`src/rtl/pcm_tdm_encode_sched_if.sv`:
```
// Bundle between the TDM frame scheduler and its surroundings (sample sources,
// shared lin->log compressor, FSK modulator).
//   frame_start : 1-cycle strobe requesting a frame
//   ch_valid    : per-channel sample available
//   ch_sample   : channel k sample at [13k+12:13k], sign-magnitude
//   ch_ready    : 1-cycle fetch strobe per channel
//   enc_lin     : sample presented to the compressor
//   enc_log     : compressor output code
//   tx_bit      : serial data, tx_bit_en marks the first clock of each bit
//   tx_sync     : high throughout the sync byte
//   busy, ovf   : frame in progress / rejected frame_start
// master = the environment, slave = the scheduler.
interface pcm_tdm_encode_sched_if #(
  parameter int unsigned NCH = 4
);
  logic               frame_start;
  logic [NCH-1:0]     ch_valid;
  logic [13*NCH-1:0]  ch_sample;
  logic [NCH-1:0]     ch_ready;
  logic [12:0]        enc_lin;
  logic [7:0]         enc_log;
  logic               tx_bit;
  logic               tx_bit_en;
  logic               tx_sync;
  logic               busy;
  logic               ovf;

  modport master (
    output frame_start, ch_valid, ch_sample, enc_log,
    input  ch_ready, enc_lin, tx_bit, tx_bit_en, tx_sync, busy, ovf
  );

  modport slave (
    input  frame_start, ch_valid, ch_sample, enc_log,
    output ch_ready, enc_lin, tx_bit, tx_bit_en, tx_sync, busy, ovf
  );
endinterface

```
`src/rtl/pcm_tdm_encode_sched.sv`:
```
// Frame scheduler for the shared PCM lin->log compressor in the FSK transmit path.
// A frame is a sync byte followed by NCH slot bytes, sent MSB-first at one bit
// per BIT_DIV clocks. The sample for slot j is fetched at the start of byte j
// (one byte ahead), pushed to the compressor, and its code captured ENC_LAT
// clocks later so it is ready when slot j begins.
// Ports: clk, rst (synchronous, active-high), io (slave side of the bundle).
module pcm_tdm_encode_sched #(
  parameter int unsigned NCH       = 4,
  parameter int unsigned BIT_DIV   = 8,
  parameter int unsigned ENC_LAT   = 1,
  parameter logic [7:0]  SYNC_WORD = 8'h9B,
  parameter logic [7:0]  IDLE_CODE = 8'hD5
) (
  input  logic                  clk,
  input  logic                  rst,
  pcm_tdm_encode_sched_if.slave io
);

  localparam int unsigned SMP_W  = 13;
  localparam int unsigned CODE_W = 8;
  localparam int unsigned DIV_W  = (BIT_DIV > 1) ? $clog2(BIT_DIV) : 1;
  localparam int unsigned SLOT_W = (NCH > 1) ? $clog2(NCH) : 1;
  localparam int unsigned LAT_W  = (ENC_LAT > 0) ? $clog2(ENC_LAT + 1) : 1;

  typedef enum logic [1:0] {IDLE, SYNC, SLOT} state_t;

  state_t              state_q, state_d;
  logic [DIV_W-1:0]    div_q, div_d;
  logic [2:0]          bit_q, bit_d;
  logic [SLOT_W-1:0]   slot_q, slot_d;
  logic [CODE_W-1:0]   shift_q, shift_d;
  logic [CODE_W-1:0]   code_q, code_d;
  logic [SMP_W-1:0]    enc_lin_q, enc_lin_d;
  logic                cap_pend_q, cap_pend_d;
  logic [LAT_W-1:0]    cap_cnt_q, cap_cnt_d;
  logic [NCH-1:0]      ch_ready_q, ch_ready_d;
  logic                tx_bit_en_q, tx_bit_en_d;
  logic                tx_sync_q, tx_sync_d;
  logic                busy_q, busy_d;
  logic                ovf_q, ovf_d;

  logic last_div, last_bit, last_slot, terminal, start;

  assign last_div  = (div_q == DIV_W'(BIT_DIV - 1));
  assign last_bit  = (bit_q == 3'd7);
  assign last_slot = (slot_q == SLOT_W'(NCH - 1));
  // Last clock of the last bit of the final slot: the only point a new frame may chain on.
  assign terminal  = (state_q == SLOT) && last_slot && last_bit && last_div;

  // One-hot fetch strobe for byte index idx; nothing for the final slot's byte.
  function automatic logic [NCH-1:0] ready_for(input int unsigned idx);
    logic [NCH-1:0] r;
    r = '0;
    for (int unsigned k = 0; k < NCH; k++) begin
      if (k == idx) r[k] = 1'b1;
    end
    return r;
  endfunction

  // Next-state, datapath and output decode.
  always_comb begin
    state_d     = state_q;
    div_d       = div_q;
    bit_d       = bit_q;
    slot_d      = slot_q;
    shift_d     = shift_q;
    code_d      = code_q;
    enc_lin_d   = enc_lin_q;
    cap_pend_d  = cap_pend_q;
    cap_cnt_d   = cap_cnt_q;
    ch_ready_d  = '0;
    tx_bit_en_d = 1'b0;
    ovf_d       = 1'b0;
    start       = 1'b0;

    // Compressor code capture, ENC_LAT clocks after enc_lin changed.
    if (cap_pend_q) begin
      if (cap_cnt_q == '0) begin
        code_d     = io.enc_log;
        cap_pend_d = 1'b0;
      end else begin
        cap_cnt_d = cap_cnt_q - LAT_W'(1);
      end
    end

    // Fetch: ch_valid is only looked at on the strobe clock.
    for (int unsigned k = 0; k < NCH; k++) begin
      if (ch_ready_q[k]) begin
        if (io.ch_valid[k]) begin
          enc_lin_d  = io.ch_sample[SMP_W*k +: SMP_W];
          cap_pend_d = 1'b1;
          cap_cnt_d  = LAT_W'(ENC_LAT);
        end else begin
          code_d     = IDLE_CODE;
          cap_pend_d = 1'b0;
        end
      end
    end

    case (state_q)
      IDLE: begin
        shift_d = '0;
        if (io.frame_start) start = 1'b1;
      end
      SYNC, SLOT: begin
        if (io.frame_start && !terminal) ovf_d = 1'b1;
        if (!last_div) begin
          div_d = div_q + DIV_W'(1);
        end else begin
          div_d       = '0;
          tx_bit_en_d = 1'b1;
          if (!last_bit) begin
            bit_d   = bit_q + 3'd1;
            shift_d = {shift_q[CODE_W-2:0], 1'b0};
          end else begin
            bit_d = '0;
            if (state_q == SYNC) begin
              state_d    = SLOT;
              slot_d     = '0;
              shift_d    = code_q;
              ch_ready_d = ready_for(32'd1);
            end else if (!last_slot) begin
              slot_d     = slot_q + SLOT_W'(1);
              shift_d    = code_q;
              ch_ready_d = ready_for(32'(slot_q) + 32'd2);
            end else if (io.frame_start) begin
              start = 1'b1;
            end else begin
              state_d     = IDLE;
              shift_d     = '0;
              tx_bit_en_d = 1'b0;
            end
          end
        end
      end
      default: state_d = IDLE;
    endcase

    if (start) begin
      state_d     = SYNC;
      div_d       = '0;
      bit_d       = '0;
      slot_d      = '0;
      shift_d     = SYNC_WORD;
      tx_bit_en_d = 1'b1;
      ch_ready_d  = ready_for(32'd0);
    end

    tx_sync_d = (state_d == SYNC);
    busy_d    = (state_d != IDLE);
  end

  // State and registered outputs.
  always_ff @(posedge clk) begin
    if (rst) begin
      state_q     <= IDLE;
      div_q       <= '0;
      bit_q       <= '0;
      slot_q      <= '0;
      shift_q     <= '0;
      code_q      <= '0;
      enc_lin_q   <= '0;
      cap_pend_q  <= 1'b0;
      cap_cnt_q   <= '0;
      ch_ready_q  <= '0;
      tx_bit_en_q <= 1'b0;
      tx_sync_q   <= 1'b0;
      busy_q      <= 1'b0;
      ovf_q       <= 1'b0;
    end else begin
      state_q     <= state_d;
      div_q       <= div_d;
      bit_q       <= bit_d;
      slot_q      <= slot_d;
      shift_q     <= shift_d;
      code_q      <= code_d;
      enc_lin_q   <= enc_lin_d;
      cap_pend_q  <= cap_pend_d;
      cap_cnt_q   <= cap_cnt_d;
      ch_ready_q  <= ch_ready_d;
      tx_bit_en_q <= tx_bit_en_d;
      tx_sync_q   <= tx_sync_d;
      busy_q      <= busy_d;
      ovf_q       <= ovf_d;
    end
  end

  assign io.ch_ready  = ch_ready_q;
  assign io.enc_lin   = enc_lin_q;
  assign io.tx_bit    = shift_q[CODE_W-1];
  assign io.tx_bit_en = tx_bit_en_q;
  assign io.tx_sync   = tx_sync_q;
  assign io.busy      = busy_q;
  assign io.ovf       = ovf_q;

endmodule

```
`src/flat_wrapper.sv`:
```
// flat-port wrapper written by rule: the top's interface ports become plain ports
module pcm_tdm_encode_sched_flat 
#(
  parameter int unsigned NCH       = 4,
  parameter int unsigned BIT_DIV   = 8,
  parameter int unsigned ENC_LAT   = 1,
  parameter logic [7:0]  SYNC_WORD = 8'h9B,
  parameter logic [7:0]  IDLE_CODE = 8'hD5
)
  (clk, rst, io_frame_start, io_ch_valid, io_ch_sample, io_enc_log, io_ch_ready, io_enc_lin, io_tx_bit, io_tx_bit_en, io_tx_sync, io_busy, io_ovf);
  pcm_tdm_encode_sched_if #(.NCH(NCH)) io_i ();
  input  logic clk;
  input  logic rst;
  input wire logic [$bits(io_i.frame_start)-1:0] io_frame_start;
  input wire logic [$bits(io_i.ch_valid)-1:0] io_ch_valid;
  input wire logic [$bits(io_i.ch_sample)-1:0] io_ch_sample;
  input wire logic [$bits(io_i.enc_log)-1:0] io_enc_log;
  output wire logic [$bits(io_i.ch_ready)-1:0] io_ch_ready;
  output wire logic [$bits(io_i.enc_lin)-1:0] io_enc_lin;
  output wire logic [$bits(io_i.tx_bit)-1:0] io_tx_bit;
  output wire logic [$bits(io_i.tx_bit_en)-1:0] io_tx_bit_en;
  output wire logic [$bits(io_i.tx_sync)-1:0] io_tx_sync;
  output wire logic [$bits(io_i.busy)-1:0] io_busy;
  output wire logic [$bits(io_i.ovf)-1:0] io_ovf;
  assign io_i.frame_start = io_frame_start;
  assign io_i.ch_valid = io_ch_valid;
  assign io_i.ch_sample = io_ch_sample;
  assign io_i.enc_log = io_enc_log;
  assign io_ch_ready = io_i.ch_ready;
  assign io_enc_lin = io_i.enc_lin;
  assign io_tx_bit = io_i.tx_bit;
  assign io_tx_bit_en = io_i.tx_bit_en;
  assign io_tx_sync = io_i.tx_sync;
  assign io_busy = io_i.busy;
  assign io_ovf = io_i.ovf;
  pcm_tdm_encode_sched #(.NCH(NCH), .BIT_DIV(BIT_DIV), .ENC_LAT(ENC_LAT), .SYNC_WORD(SYNC_WORD), .IDLE_CODE(IDLE_CODE)) u_core (.clk(clk), .rst(rst), .io(io_i));
endmodule
```
`config.mk`:
```
export PLATFORM = sky130hd
export DESIGN_NAME = pcm_tdm_encode_sched_flat
export DESIGN_NICKNAME = d
export VERILOG_FILES = /design/src/rtl/pcm_tdm_encode_sched_if.sv /design/src/rtl/pcm_tdm_encode_sched.sv /design/src/flat_wrapper.sv
export SDC_FILE = /design/constraint.sdc
export NUM_CORES = 1
export LEC_CHECK = 0
export ABC_AREA = 1
export CORE_MARGIN = 2
export CORE_UTILIZATION = 46
export DETAILED_ROUTE_END_ITERATION = 8
export PLACE_DENSITY = 0.91
export SLEW_MARGIN = 20
export SYNTH_ARGS = -nofsm -noshare
export SYNTH_HDL_FRONTEND = slang
export SYNTH_SLANG_ARGS = --single-unit
```
`constraint.sdc`:
```
create_clock -name clk -period 1.7 [get_ports clk]
set_input_delay 0.255 -clock clk [delete_from_list [all_inputs] [get_ports clk]]
set_output_delay 0.255 -clock clk [all_outputs]
set_load 0.1 [all_outputs]
```
==> results of run 1 <==
-- layout make-up --
class	instances	area, sq um	share of cell area, %
sequential	49	991	24.0
inverter	56	210	5.10
tap	75	93.8	2.28
multi-input combinational	291	1510	36.6
clock inverter	3	22.5	0.546
timing repair buffer	103	1230	29.7
clock buffer	5	68.8	1.67
-- per-layer routing --
metal / GRT usage (%) / up-vias / routed length (microns)
met5: 0 / - / 0
li1: - / 1495 / -
met4: 11.0 / 0 / 303
met2: 47.1 / 162 / 4220
met1: 26.6 / 1352 / 3180
met3: 6.78 / 33 / 780
-- worst reg2reg max path: stages, from the launching register on --
cell,delay (ps)
dfxtp_1,370
ha_2,210
ha_4,170
nand2_1,60
inv_1,90
nand3_2,110
nand2_4,120
nand2_8,90
nand2_8,110
inv_2,60
nand2_1,70
nor2_1,40
-- path summary, 6_finish.rpt --
path                                 startpoint               endpoint  slack (ps)
worst max-delay path            u_core.bit_q[0]  u_core.io.ch_ready[3]         100
worst min-delay path            u_core.div_q[1]        u_core.div_q[1]         470
worst max register to register  u_core.bit_q[0]  u_core.io.ch_ready[3]         100
worst min register to register  u_core.div_q[1]        u_core.div_q[1]         470
-- flip-flops by register name (all words and copies together) (netlist names), 2 cells and up --
name                cells
u_core.state_q          2
u_core.shift_q          8
u_core.div_q            3
u_core.io.enc_lin      13
u_core.slot_q           2
u_core.code_q           8
u_core.bit_q            3
u_core.io.ch_ready      4
-- what timing repair did --
action                                  in CTS  in global routing
resized for setup                            2                 14
pin swaps                                    0                  1
endpoints found under the setup margin       8                 16
setup buffers                                0                  1
-- cells in the mapped netlist (3+ instances only) --
cell	count	area [sq um]
buf_2	8	40.0
nand3_2	3	30.0
o211ai_1	10	75.1
nand2_1	118	443
o21bai_1	4	30.0
nand3_1	22	110
o21ai_0	33	165
a21oi_1	31	155
nor3_1	4	20.0
nor2_1	38	143
inv_1	47	176
clkbuf_1	4	15.0
dfxtp_1	49	981
inv_2	8	30.0
ha_1	12	150
-- metrics by stage --
step           power [mW]  std cells  setup TNS [ps]  instance area (sq um)  utilization (%)
2_1_floorplan        1.62        410               0                   2730                -
3_3_place_gp         1.94        573               0                   3970             68.2
3_5_place_dp         1.95        573            -212                   3970             68.2
4_1_cts              2.64        581               0                   4080             70.1
5_1_grt              2.76        582               0                   4120             70.9
6_report             2.64        582               0                   4120             70.9
-- cell families after synthesis --
family,synth area share (%)
compound gates,16.8
simple gates,31.4
flops,36.0
fa+ha+maj,5.52
buf+inv,10.3
-- power groups by stage --
stage	Combinational (mW)	Clock, mW	Sequential, mW
4_1_cts	0.699	0.705	1.24
6_report	0.711	0.690	1.24
3_5_place_dp	0.689	0	1.26
3_3_place_gp	0.673	0	1.26
5_1_grt	0.758	0.761	1.24
2_1_floorplan	0.215	0	1.41
==> flow_summary.yaml, run 1 <==
outcome:
  outcome: "finished, final reports clean"
clock_tree:
  htree_num_levels: 2
  cts_hold_buf: 0
  clock_latency_ps: 310
  clkSlewWorstSetupHoldPaths_ps: 90
  tritoncts: "built"
  clock-sinks: 49
  cts_inserted_buffers: 5
  clockBufferDepth: 2
  clk_root_buffer_cell: "clkbuf_8"
setup_path:
  critical_path.cell_chain: "ha_2 > ha_4 > nand2_1 > inv_1 > nand3_2 > nand2_4 > nand2_8 > nand2_8 > inv_2 > nand2_1 > nor2_1"
  cp_slowest_cell: "dfxtp_1"
  worstSetupPathType: "reg -> reg"
  worst-path-max-fanout: 10
  cp_data_arrival_time_ps: 1810
  crit_path_capture_type: "flip-flop"
  rr_worst_depth: 11
  critical_path.max_stage_delay_ps: 370
  timing.critical_path.buf_inv: 2
  timing.critical_path.depth: 11
  timing.critical_path.max_delay_family: "simple AND/OR/NAND/NOR gates"
  cp.required_ps: 1910
  startpoint_class: "flip-flop"
logic_synthesis:
  prevailing_post_synth_register_cell: "dfxtp_1"
  number_of_synthesized_flops_with_an_enable_pin: 0
  synth-warning-count: 0
  avgSynthCellArea_sq_um: 6.64
  syn_nets: 489
  syn-cell-area_sq_mm: 0.00272
  synth.ff_latch_count: 49
  netlist-cell-type-count: 29
  seq_area_frac_synth_pct: 36.0
  synth_cells: 410
  synth-async-reset-ratio_pct: 0
sta:
  timing.final.crit_share_pct: 93.9
  timing.clock.skew_ps: 8.14
  drv_slew: 0
  final_period_minus_worst_setup_slack_ps: 1600
  setup_repair_after_global_routing_missed_its_margin: "no"
  setup_viol: 0
  whs_ps: 471
  slew_headroom_pct: 70.7
  final.setup.worst_slack_ps: 103
  finalHoldViolCount: 0
  transition_time_at_the_pin_with_the_least_slew_margin_ps: 439
  fmax_ghz: 0.626
global_routing:
  grt_first_pass_wirelength_microns: 12800
  overflow: 0
  antenna_found_initial: 0
  grt_start_max_net_pins: 20
  grt_use_total_pct: 25.3
  grt_pass1_vias: 2873
power:
  clock_power_share_pct: 26.1
  intPower_mw: 1.81
  p_per_area_mw_per_mm2: 641
  swShare_pct: 31.4
  leakagePower_nw: 1.83
  p_comb_share_pct: 26.9
  net-switching-power_mw: 0.830
  max-vdd-ir-drop_uv: 398
  power.share.sequential_pct: 47.0
drt:
  detailedRoute.firstIterationViolations: 185
  wire_per_inst_microns: 14.6
  postRouteWirelength_microns: 8490
  detailedRoute.firstPassIterationCount: 5
  via_count: 3042
  ant_nets: 0
  drt_drc_violations_left: 0
  vias_per_cell: 5.23
place:
  post-dp-hpwl_microns: 6570
  placement.setup.worst_slack_ps: -46.4
  portbufs: 88
  routabilityCongestion: 0.951
floorplan:
  die_height_microns: 80.9
  ioPinCount: 89
  initial_core_util_pct: 46.8
  core_area_sq_mm: 0.00582
  row_count: 28
  die_width_microns: 80.9
  floorplan.die_area_sq_mm: 0.00655
layout:
  share_of_post_route_cells_with_drive_strength_above_1_pct: 16.0
  mostFrequentLayoutCell: "nand2_1"
  antenna_cells_inserted: 0
  area_delta_synth_final_pct: 51.5
  fillerInstances: 404
  most_frequent_cells_in_the_layout: "117 x nand2_1, 66 x clkdlybuf4s50_1, 45 x inv_1"
  finish.net_count: 585
worst_hold_path:
  hold-path-cell-count: 2
  min-delay-path-class: "reg -> reg"
job:
  maxCapViolCount: 0
Power figures use the tool's default switching activity.
==> inputs of run 2 (changes only) <==
Settings changed: CORE_UTILIZATION 46 to 42, PLACE_DENSITY 0.91 to 0.88.
Clock period 1.7 ns to 1.41 ns, I/O delays scaled along.
==> run 2 against run 1 <==
The run now ends with negative setup slack left. Clock power is 25% higher. Sequential cell count unchanged. Global-route usage fell by 1.0 points. Final cell count rose by 6.0%. Clock-buffer cell count stayed put. Wire length rose by 12%. Via count is 9.4% higher. Sequential power is 20% higher. Critical path depth shrank 2. Total power grew 28%. Critical path type unchanged. Largest cell class unchanged.
==> flow_summary.yaml, run 2 (synthesized netlist as in run 1, its figures left out) <==
sta:
  final.setup.worst_slack_ps: -281
  final_period_minus_worst_setup_slack_ps: 1690
  setup_repair_after_global_routing_missed_its_margin: "yes"
  timing.final.crit_share_pct: 120
  fmax_ghz: 0.591
  timing.clock.skew_ps: 13.3
  setup_viol: 25
  whs_ps: 483
  finalHoldViolCount: 0
  drv_slew: 0
  transition_time_at_the_pin_with_the_least_slew_margin_ps: 329
  slew_headroom_pct: 78.0
  totalNegativeSetupSlack_ps: -3130
power:
  leakagePower_nw: 2.05
  p_comb_share_pct: 30.2
  power.share.sequential_pct: 44.3
  net-switching-power_mw: 1.10
  max-vdd-ir-drop_uv: 449
  swShare_pct: 32.6
  p_per_area_mw_per_mm2: 722
  power_mw: 3.37
  clock_power_share_pct: 25.5
  intPower_mw: 2.27
setup_path:
  timing.critical_path.max_delay_family: "simple AND/OR/NAND/NOR gates"
  worstSetupPathType: "reg -> reg"
  worst-path-max-fanout: 5
  crit_path_capture_type: "flip-flop"
  critical_path.max_stage_delay_ps: 380
  cp_slowest_cell: "dfxtp_2"
  critical_path.cell_chain: "inv_2 > ha_4 > buf_12 > nand3_1 > o21ai_0 > nand2_1 > nand2_1 > nand2_2 > inv_2"
  cp.required_ps: 1680
  startpoint_class: "flip-flop"
  timing.critical_path.buf_inv: 3
  cp_data_arrival_time_ps: 1960
place:
  placed_cell_area_sq_mm: 0.00420
  routabilityCongestion: 0.863
  portbufs: 88
  placement.setup.worst_slack_ps: -176
  cell_count_after_placement: 598
  post-dp-hpwl_microns: 6390
floorplan:
  floorplan.die_area_sq_mm: 0.00714
  ioPinCount: 89
  initial_core_util_pct: 43.1
  die_width_microns: 84.5
  row_count: 29
  die_height_microns: 84.5
  core_area_sq_mm: 0.00631
drt:
  postRouteWirelength_microns: 9540
  detailedRoute.firstPassIterationCount: 5
  drt_drc_violations_left: 0
  wire_per_inst_microns: 15.5
  via_count: 3329
  ant_nets: 0
  detailedRoute.firstIterationViolations: 200
  vias_per_cell: 5.40
layout:
  mostFrequentLayoutCell: "nand2_1"
  fillerInstances: 438
  final_cell_count_without_fillers: 617
  share_of_post_route_cells_with_drive_strength_above_1_pct: 28.9
  finish.utilization_pct: 73.9
  seq_area_sq_mm: 0.00100
  antenna_cells_inserted: 0
  multi_input_comb_area_sq_mm: 0.00176
  finish.net_count: 618
  most_frequent_cells_in_the_layout: "105 x nand2_1, 66 x clkdlybuf4s50_1, 42 x inv_1"
  area_delta_synth_final_pct: 71.5
  largest_reg_flops: 13
  finish.instance_area_sq_mm: 0.00467
global_routing:
  grt_start_max_net_pins: 21
  overflow: 0
  grt_pass1_vias: 3286
  grt_first_pass_wirelength_microns: 14300
  antenna_found_initial: 0
  grt_use_total_pct: 24.3
outcome:
  outcome: "finished with violations"
  failing_checks: "negative setup slack"
clock_tree:
  clk_root_buffer_cell: "clkbuf_8"
  cts_inserted_buffers: 5
  htree_num_levels: 2
  clkSlewWorstSetupHoldPaths_ps: 100
  clockBufferDepth: 2
  clock-sinks: 49
  clock_latency_ps: 310
  tritoncts: "built"
  cts_hold_buf: 0
job:
  maxCapViolCount: 0
worst_hold_path:
  min-delay-path-class: "reg -> reg"
run 2: cell count changes in the layout (fill, tap and decap cells not counted), moves of 5 or more:
cell | previous run | this run
buf_4 | 14 | 41
nor2_1 | 37 | 32
a21oi_1 | 31 | 26
nand3_1 | 22 | 16
nand2_1 | 117 | 105
a21oi_2 | 0 | 5
nand2_2 | 3 | 11
run 2: worst register-to-register path: stages, from the launching register on:
cell     delay (ps)
dfxtp_2         380
inv_2            60
ha_4            320
buf_12          130
nand3_1         160
o21ai_0         290
nand2_1         110
nand2_1         100
nand2_2          70
inv_2            40
run 2: final timing paths:
check / startpoint / end / slack (ps) / cells past startpoint
hold / removal: u_core.code_q[5] / u_core.code_q[5] / 480 / 2
hold reg to reg: u_core.code_q[5] / u_core.code_q[5] / 480 / 2
setup reg to reg: u_core.state_q[0] / u_core.shift_q[6] / -280 / 9
setup / recovery: u_core.state_q[0] / u_core.shift_q[6] / -280 / 9
run 2: routing by layer:
| layer | up-vias | track usage [%] | share of wire, % |
|---|---|---|---|
| met2 | 182 | 47.5 | 52 |
| met1 | 1542 | 26.3 | 37 |
| met4 | 0 | 7.94 | 3.3 |
| met5 | - | 0 | 0 |
| li1 | 1570 | - | - |
| met3 | 35 | 3.83 | 7.6 |
run 2: area by class of cell:
class	instances	area share, %
Tap cell	77	2.06
Sequential cell	49	21.4
Inverter	56	4.77
Clock inverter	3	0.536
Clock buffer	5	1.47
Multi-Input combinational cell	293	37.8
Timing Repair Buffer	134	31.9
run 2: power by group through the flow:
stage          Clock (mW)  Combinational [mW]  Sequential [mW]
6_report            0.861                1.02             1.49
5_1_grt             0.935                1.08             1.50
4_1_cts             0.885               0.924             1.49
3_5_place_dp            0               0.869             1.52
3_3_place_gp            0               0.854             1.52
2_1_floorplan           0               0.266             1.70
run 2: timing repair:
action / in CTS / in global routing
resized for setup: 26 / 41
endpoints found under the setup margin: 26 / 26
endpoints found under the hold margin: 0 / 0
pin swaps: 17 / 27
buffers inserted: 5 / 4
gates cloned: 2 / 0
